$ cat src/rtl/sevseg_scan_driver.sv
// Multiplexed common-anode 7-seg scanner with frame-aligned double buffering.
// Define SEVSEG_LZB_EN to blank leading zero digits (digit 0 always shown).
module sevseg_scan_driver #(
  parameter int DIGITS      = 4,
  parameter int REFRESH_DIV = 100000
) (
  input  logic                  clk,
  input  logic                  rst_n,
  input  logic                  en,
  input  logic                  load,
  input  logic [4*DIGITS-1:0]   value,
  input  logic [DIGITS-1:0]     dp_mask,
  output logic [6:0]            seg,
  output logic                  dp,
  output logic [DIGITS-1:0]     an,
  output logic                  frame
);

  localparam int PW = $clog2(REFRESH_DIV);
  localparam int IW = (DIGITS > 1) ? $clog2(DIGITS) : 1;
  localparam logic [PW-1:0] PMAX = PW'(REFRESH_DIV - 1);
  localparam logic [IW-1:0] IMAX = IW'(DIGITS - 1);

  logic [PW-1:0]       pcnt_q, pcnt_d;
  logic [IW-1:0]       idx_q, idx_d;
  logic [4*DIGITS-1:0] pend_val_q, pend_val_d;
  logic [DIGITS-1:0]   pend_dp_q, pend_dp_d;
  logic                pend_vld_q, pend_vld_d;
  logic [4*DIGITS-1:0] disp_val_q, disp_val_d;
  logic [DIGITS-1:0]   disp_dp_q, disp_dp_d;
  logic [6:0]          seg_q, seg_d;
  logic                dp_q, dp_d;
  logic [DIGITS-1:0]   an_q, an_d;
  logic                frame_q, frame_d;

  logic       tick, wrap;
  logic [3:0] nib;
  logic       dsel, lz;

  function automatic logic [6:0] hex7(input logic [3:0] n);
    case (n)
      4'h0: hex7 = 7'h01;
      4'h1: hex7 = 7'h4F;
      4'h2: hex7 = 7'h12;
      4'h3: hex7 = 7'h06;
      4'h4: hex7 = 7'h4C;
      4'h5: hex7 = 7'h24;
      4'h6: hex7 = 7'h20;
      4'h7: hex7 = 7'h0F;
      4'h8: hex7 = 7'h00;
      4'h9: hex7 = 7'h0C;
      4'hA: hex7 = 7'h08;
      4'hB: hex7 = 7'h60;
      4'hC: hex7 = 7'h31;
      4'hD: hex7 = 7'h42;
      4'hE: hex7 = 7'h30;
      default: hex7 = 7'h38;
    endcase
  endfunction

  assign tick = en & (pcnt_q == PMAX);
  assign wrap = tick & (idx_q == IMAX);

  always_comb begin
    pcnt_d     = pcnt_q + 1'b1;
    idx_d      = idx_q;
    pend_val_d = pend_val_q;
    pend_dp_d  = pend_dp_q;
    pend_vld_d = pend_vld_q;
    disp_val_d = disp_val_q;
    disp_dp_d  = disp_dp_q;
    frame_d    = wrap;
    if (!en) begin
      pcnt_d = '0;
      idx_d  = '0;
    end else if (tick) begin
      pcnt_d = '0;
      idx_d  = wrap ? '0 : idx_q + 1'b1;
    end
    if (load) begin
      pend_val_d = value;
      pend_dp_d  = dp_mask;
      pend_vld_d = 1'b1;
    end
    // a same-cycle load bypasses the pending buffer
    if (wrap && (pend_vld_q || load)) begin
      disp_val_d = load ? value : pend_val_q;
      disp_dp_d  = load ? dp_mask : pend_dp_q;
      pend_vld_d = 1'b0;
    end
  end

`ifdef SEVSEG_LZB_EN
  logic allz;
`endif

  always_comb begin
    nib  = '0;
    dsel = 1'b0;
    lz   = 1'b0;
`ifdef SEVSEG_LZB_EN
    allz = 1'b1;
`endif
    for (int i = DIGITS - 1; i >= 0; i--) begin
`ifdef SEVSEG_LZB_EN
      allz = allz & (disp_val_q[4*i +: 4] == 4'h0);
`endif
      if (idx_q == IW'(i)) begin
        nib  = disp_val_q[4*i +: 4];
        dsel = disp_dp_q[i];
`ifdef SEVSEG_LZB_EN
        lz   = allz && (i > 0);
`endif
      end
    end
  end

  always_comb begin
    an_d  = '1;
    seg_d = 7'h7F;
    dp_d  = 1'b1;
    if (en) begin
      an_d  = ~(DIGITS'(1) << idx_q);
      seg_d = lz ? 7'h7F : hex7(nib);
      dp_d  = ~dsel;
    end
  end

  always_ff @(posedge clk or negedge rst_n) begin
    if (!rst_n) begin
      pcnt_q     <= '0;
      idx_q      <= '0;
      pend_val_q <= '0;
      pend_dp_q  <= '0;
      pend_vld_q <= 1'b0;
      disp_val_q <= '0;
      disp_dp_q  <= '0;
      seg_q      <= 7'h7F;
      dp_q       <= 1'b1;
      an_q       <= '1;
      frame_q    <= 1'b0;
    end else begin
      pcnt_q     <= pcnt_d;
      idx_q      <= idx_d;
      pend_val_q <= pend_val_d;
      pend_dp_q  <= pend_dp_d;
      pend_vld_q <= pend_vld_d;
      disp_val_q <= disp_val_d;
      disp_dp_q  <= disp_dp_d;
      seg_q      <= seg_d;
      dp_q       <= dp_d;
      an_q       <= an_d;
      frame_q    <= frame_d;
    end
  end

  assign seg   = seg_q;
  assign dp    = dp_q;
  assign an    = an_q;
  assign frame = frame_q;

endmodule

$ cat config.mk
export PLATFORM = sky130hd
export DESIGN_NAME = sevseg_scan_driver
export DESIGN_NICKNAME = d
export VERILOG_FILES = /design/src/rtl/sevseg_scan_driver.sv
export SDC_FILE = /design/constraint.sdc
export NUM_CORES = 1
export LEC_CHECK = 0
export ABC_AREA = 0
export BUFFER_PORTS_ARGS = -buffer_cell sky130_fd_sc_hd__buf_4
export CAP_MARGIN = 20
export CORE_MARGIN = 2
export CORE_UTILIZATION = 35
export DETAILED_ROUTE_END_ITERATION = 8
export GPL_ROUTABILITY_DRIVEN = 1
export RECOVER_POWER = 50
export SLEW_MARGIN = 15
export SYNTH_ARGS = -nofsm -noshare
export SYNTH_HDL_FRONTEND = slang
export SYNTH_SLANG_ARGS = --single-unit
$ cat constraint.sdc
create_clock -name clk -period 3.4 [get_ports clk]
set_clock_uncertainty 0.2 [all_clocks]
set_input_delay 0.17 -clock clk [delete_from_list [all_inputs] [get_ports clk]]
set_output_delay 0.17 -clock clk [all_outputs]
set_load 0.03 [all_outputs]
==> flow_summary.yaml <==
critical_path:
  end_kind: "register"
  crit_buf_inv: 2
  path_max_fanout: 13
  required_ps: 3480
  critical_path.cell_chain: "inv_1 > ha_1 > nor2_1 > o211a_1 > nor2_1 > inv_1 > ha_1 > mux2_1 > o22a_1"
  crit_arrival_ps: 2740
  crit_type: "reg -> reg"
  slowest_stage: "ha_1"
  max_stage_delay_ps: 430
  start_kind: "register"
  cp_top_family: "adder cells"
detailed_routing:
  drt-total-wl_um: 6520
  first_iter_violations: 79
  postRouteAntennaNets: 0
  wl_per_cell_um: 13.8
  viasPerCell: 4.78
  drc: 0
  vias: 2261
  dr.pass1.iters: 4
timing:
  slew_violations: 74
  clock.fmax_mhz: 377
  finalSetupTns_ps: 0
  min_period_ps: 2650
  setup_violations: 0
  hold_viol_final: 0
  rsz0062_at_grt: "no"
  setup_slack_ps: 749
  relSlewSlack_pct: -15.8
  worstMarginPinSlew_ps: 1740
  min_period_over_period_pct: 78.0
cts:
  clock_latency_ps: 350
  root_buffer: "clkbuf_8"
  cts_tree: "yes"
  htree_levels: 3
  cts_resized: 0
  clkTransAtPathRegs_ps: 80
  cts_setup_buffers: 0
  clock-sinks: 73
  cts_made_buffers: 9
  clk_path_buf_depth: 2
status:
  status: "complete, but fails checks"
  violations: "max-capacitance violations, max-slew violations"
placed_design:
  dpl-instance-area_mm2: 0.00385
  place_ws_ps: 762
  gp_congestion: 0.764
  io_buffer_count: 36
  place_hpwl_um: 4400
yosys:
  synth_warnings: 0
  syn-num-nets: 312
  synth-seq-cells: 73
  synth_top_area_share_pct: 43.8
  synth.area.top_cells: "dfrtp_1 (44%), dfstp_2 (9.0%), mux2_4 (8.6%)"
  synth_top_cell_by_area: "dfrtp_1"
  syn-cell-area_mm2: 0.00348
  ys_seq_area_share_pct: 52.9
  avgSynthCellArea_um2: 12.6
  ys_async_sr_fraction_pct: 100
  yosysUniqueCellTypes: 51
  synth_cells: 277
  synth_edf_count: 0
  synth_ff_type: "dfrtp_1"
cells_and_area:
  syn_to_final_growth_pct: 22.5
  diodes: 0
  fin_area_mm2: 0.00427
  layout-drive-gt1-share_pct: 25.3
  nNetsFinal: 370
  postLayoutCoreUtil_pct: 43.9
worst_hold_path:
  min_path_type: "in -> reg"
global_routing:
  gr-total-overflow: 0
  grt_pass1_wl_um: 11300
  grt_max_degree: 74
  grt_pass1_vias: 2356
  grtUsageTotal_pct: 13.0
  antenna_found_initial: 0
floorplanning:
  rows: 36
  fp.dieW_um: 104
  ios: 37
  core_area_mm2: 0.00973
  dieArea_mm2: 0.0108
  start_util_pct: 35.8
  die_y_um: 104
pwr:
  power_mw: 1.87
  p_per_area_mw_per_mm2: 438
  p_leak_nw: 1.82
  ir_worst_vdd_uv: 157
job:
  max_cap_viol_count: 1
==> Yosys cell counts (4+ instances only) <==
master and instances:
dfrtp_1 61, mux2_2 22, nor2_1 21, mux2_4 20, nand2_1 19, dfstp_2 12, ha_1 11, inv_1 10
nand3_1 9, xor2_1 8, xnor2_1 6, buf_2 5, mux2i_1 4, nor2b_1 4, nor3_1 4, or3_1 4
==> metrics by stage <==
| stage | hold WS, ps | cells |
|---|---|---|
| after floorplan | -326 | 277 |
| after global placement | 148 | 435 |
| after detailed placement | 154 | 435 |
| after CTS | 123 | 473 |
| after global routing | 140 | 473 |
| final | 117 | 473 |
==> layer usage <==
| metal | share of wire, % | GRT usage (%) |
|---|---|---|
| met3 | 3.1 | 3.02 |
| met5 | 0 | 0 |
| met4 | 2.0 | 5.79 |
| met1 | 48 | 16.4 |
| met2 | 47 | 21.2 |
==> area by class of cell <==
cell class,count,area (um^2)
Multi-Input combinational cell,182,1530
Timing Repair Buffer,59,447
Clock buffer,9,124
Tap cell,133,166
Fill cell,933,5460
Clock inverter,7,125
Inverter,10,37.5
Sequential cell,73,1840
==> kinds of logic (layout without fill, tap and decap cells) <==
| family | Yosys count | in the layout | share of synthesized area, % |
|---|---|---|---|
| AOI/OAI and AO/OA | 27 | 27 | 5.92 |
| xor gates and xnor gates | 14 | 14 | 3.52 |
| adders and majority gates | 11 | 11 | 3.95 |
| buffers and inverters | 22 | 85 | 3.30 |
| DFF | 73 | 73 | 52.9 |
| muxes | 47 | 47 | 17.2 |
| and+or+nand+nor | 83 | 83 | 13.2 |
==> path summary, 6_finish.rpt <==
| kind | slack (ps) | endpoint | start | depth (start not counted) |
|---|---|---|---|---|
| max reg2reg | 750 | seg[3]$_DFF_PN1_ | idx_q[0]$_DFFE_PN0P_ | 9 |
| min in group asynchronous | 620 | pend_val_q[4]$_DFF_PN0_ | rst_n | 2 |
| max | 750 | seg[3]$_DFF_PN1_ | idx_q[0]$_DFFE_PN0P_ | 9 |
| max in group asynchronous | 1370 | pend_val_q[13]$_DFF_PN0_ | rst_n | 2 |
| min | 120 | pend_val_q[4]$_DFF_PN0_ | load | 2 |
| min reg2reg | 290 | pcnt_q[0]$_DFF_PN0_ | pcnt_q[0]$_DFF_PN0_ | 1 |
==> cell usage in the layout (no fill, tap or decap), types with 8 or more instances in the layout <==
cell type	netlist	layout
ha_1	11	11
nand3_1	9	9
dlygate4sd3_1	0	22
nor2_1	21	21
mux2_1	1	14
mux2_2	22	9
clkbuf_1	3	13
dfrtp_1	61	61
xor2_1	8	8
mux2_4	20	20
buf_4	1	16
dfstp_2	12	12
clkbuf_8	0	9
nand2_1	19	19
inv_1	10	10
==> state kept, by name, summed over array words and instances (netlist names) <==
register    count
an              4
disp_dp_q       4
disp_val_q     16
dp              1
frame           1
idx_q           2
pcnt_q         17
pend_dp_q       4
pend_val_q     16
pend_vld_q      1
seg             7
==> where the power goes <==
part	internal [mW]	switching, mW	total, mW	leakage (nW)
combinational	0.0576	0.0632	0.121	0.769
sequential	0.902	0.00896	0.911	0.925
clock	0.495	0.343	0.837	0.124
total	1.45	0.415	1.87	1.82
==> what timing repair did <==
action,4_1_cts,5_1_grt
hold buffers,22,0
endpoints found under the setup margin,0,0
hold endpoints to repair,104,0
Note: power is estimated with default switching activity, not from simulation.
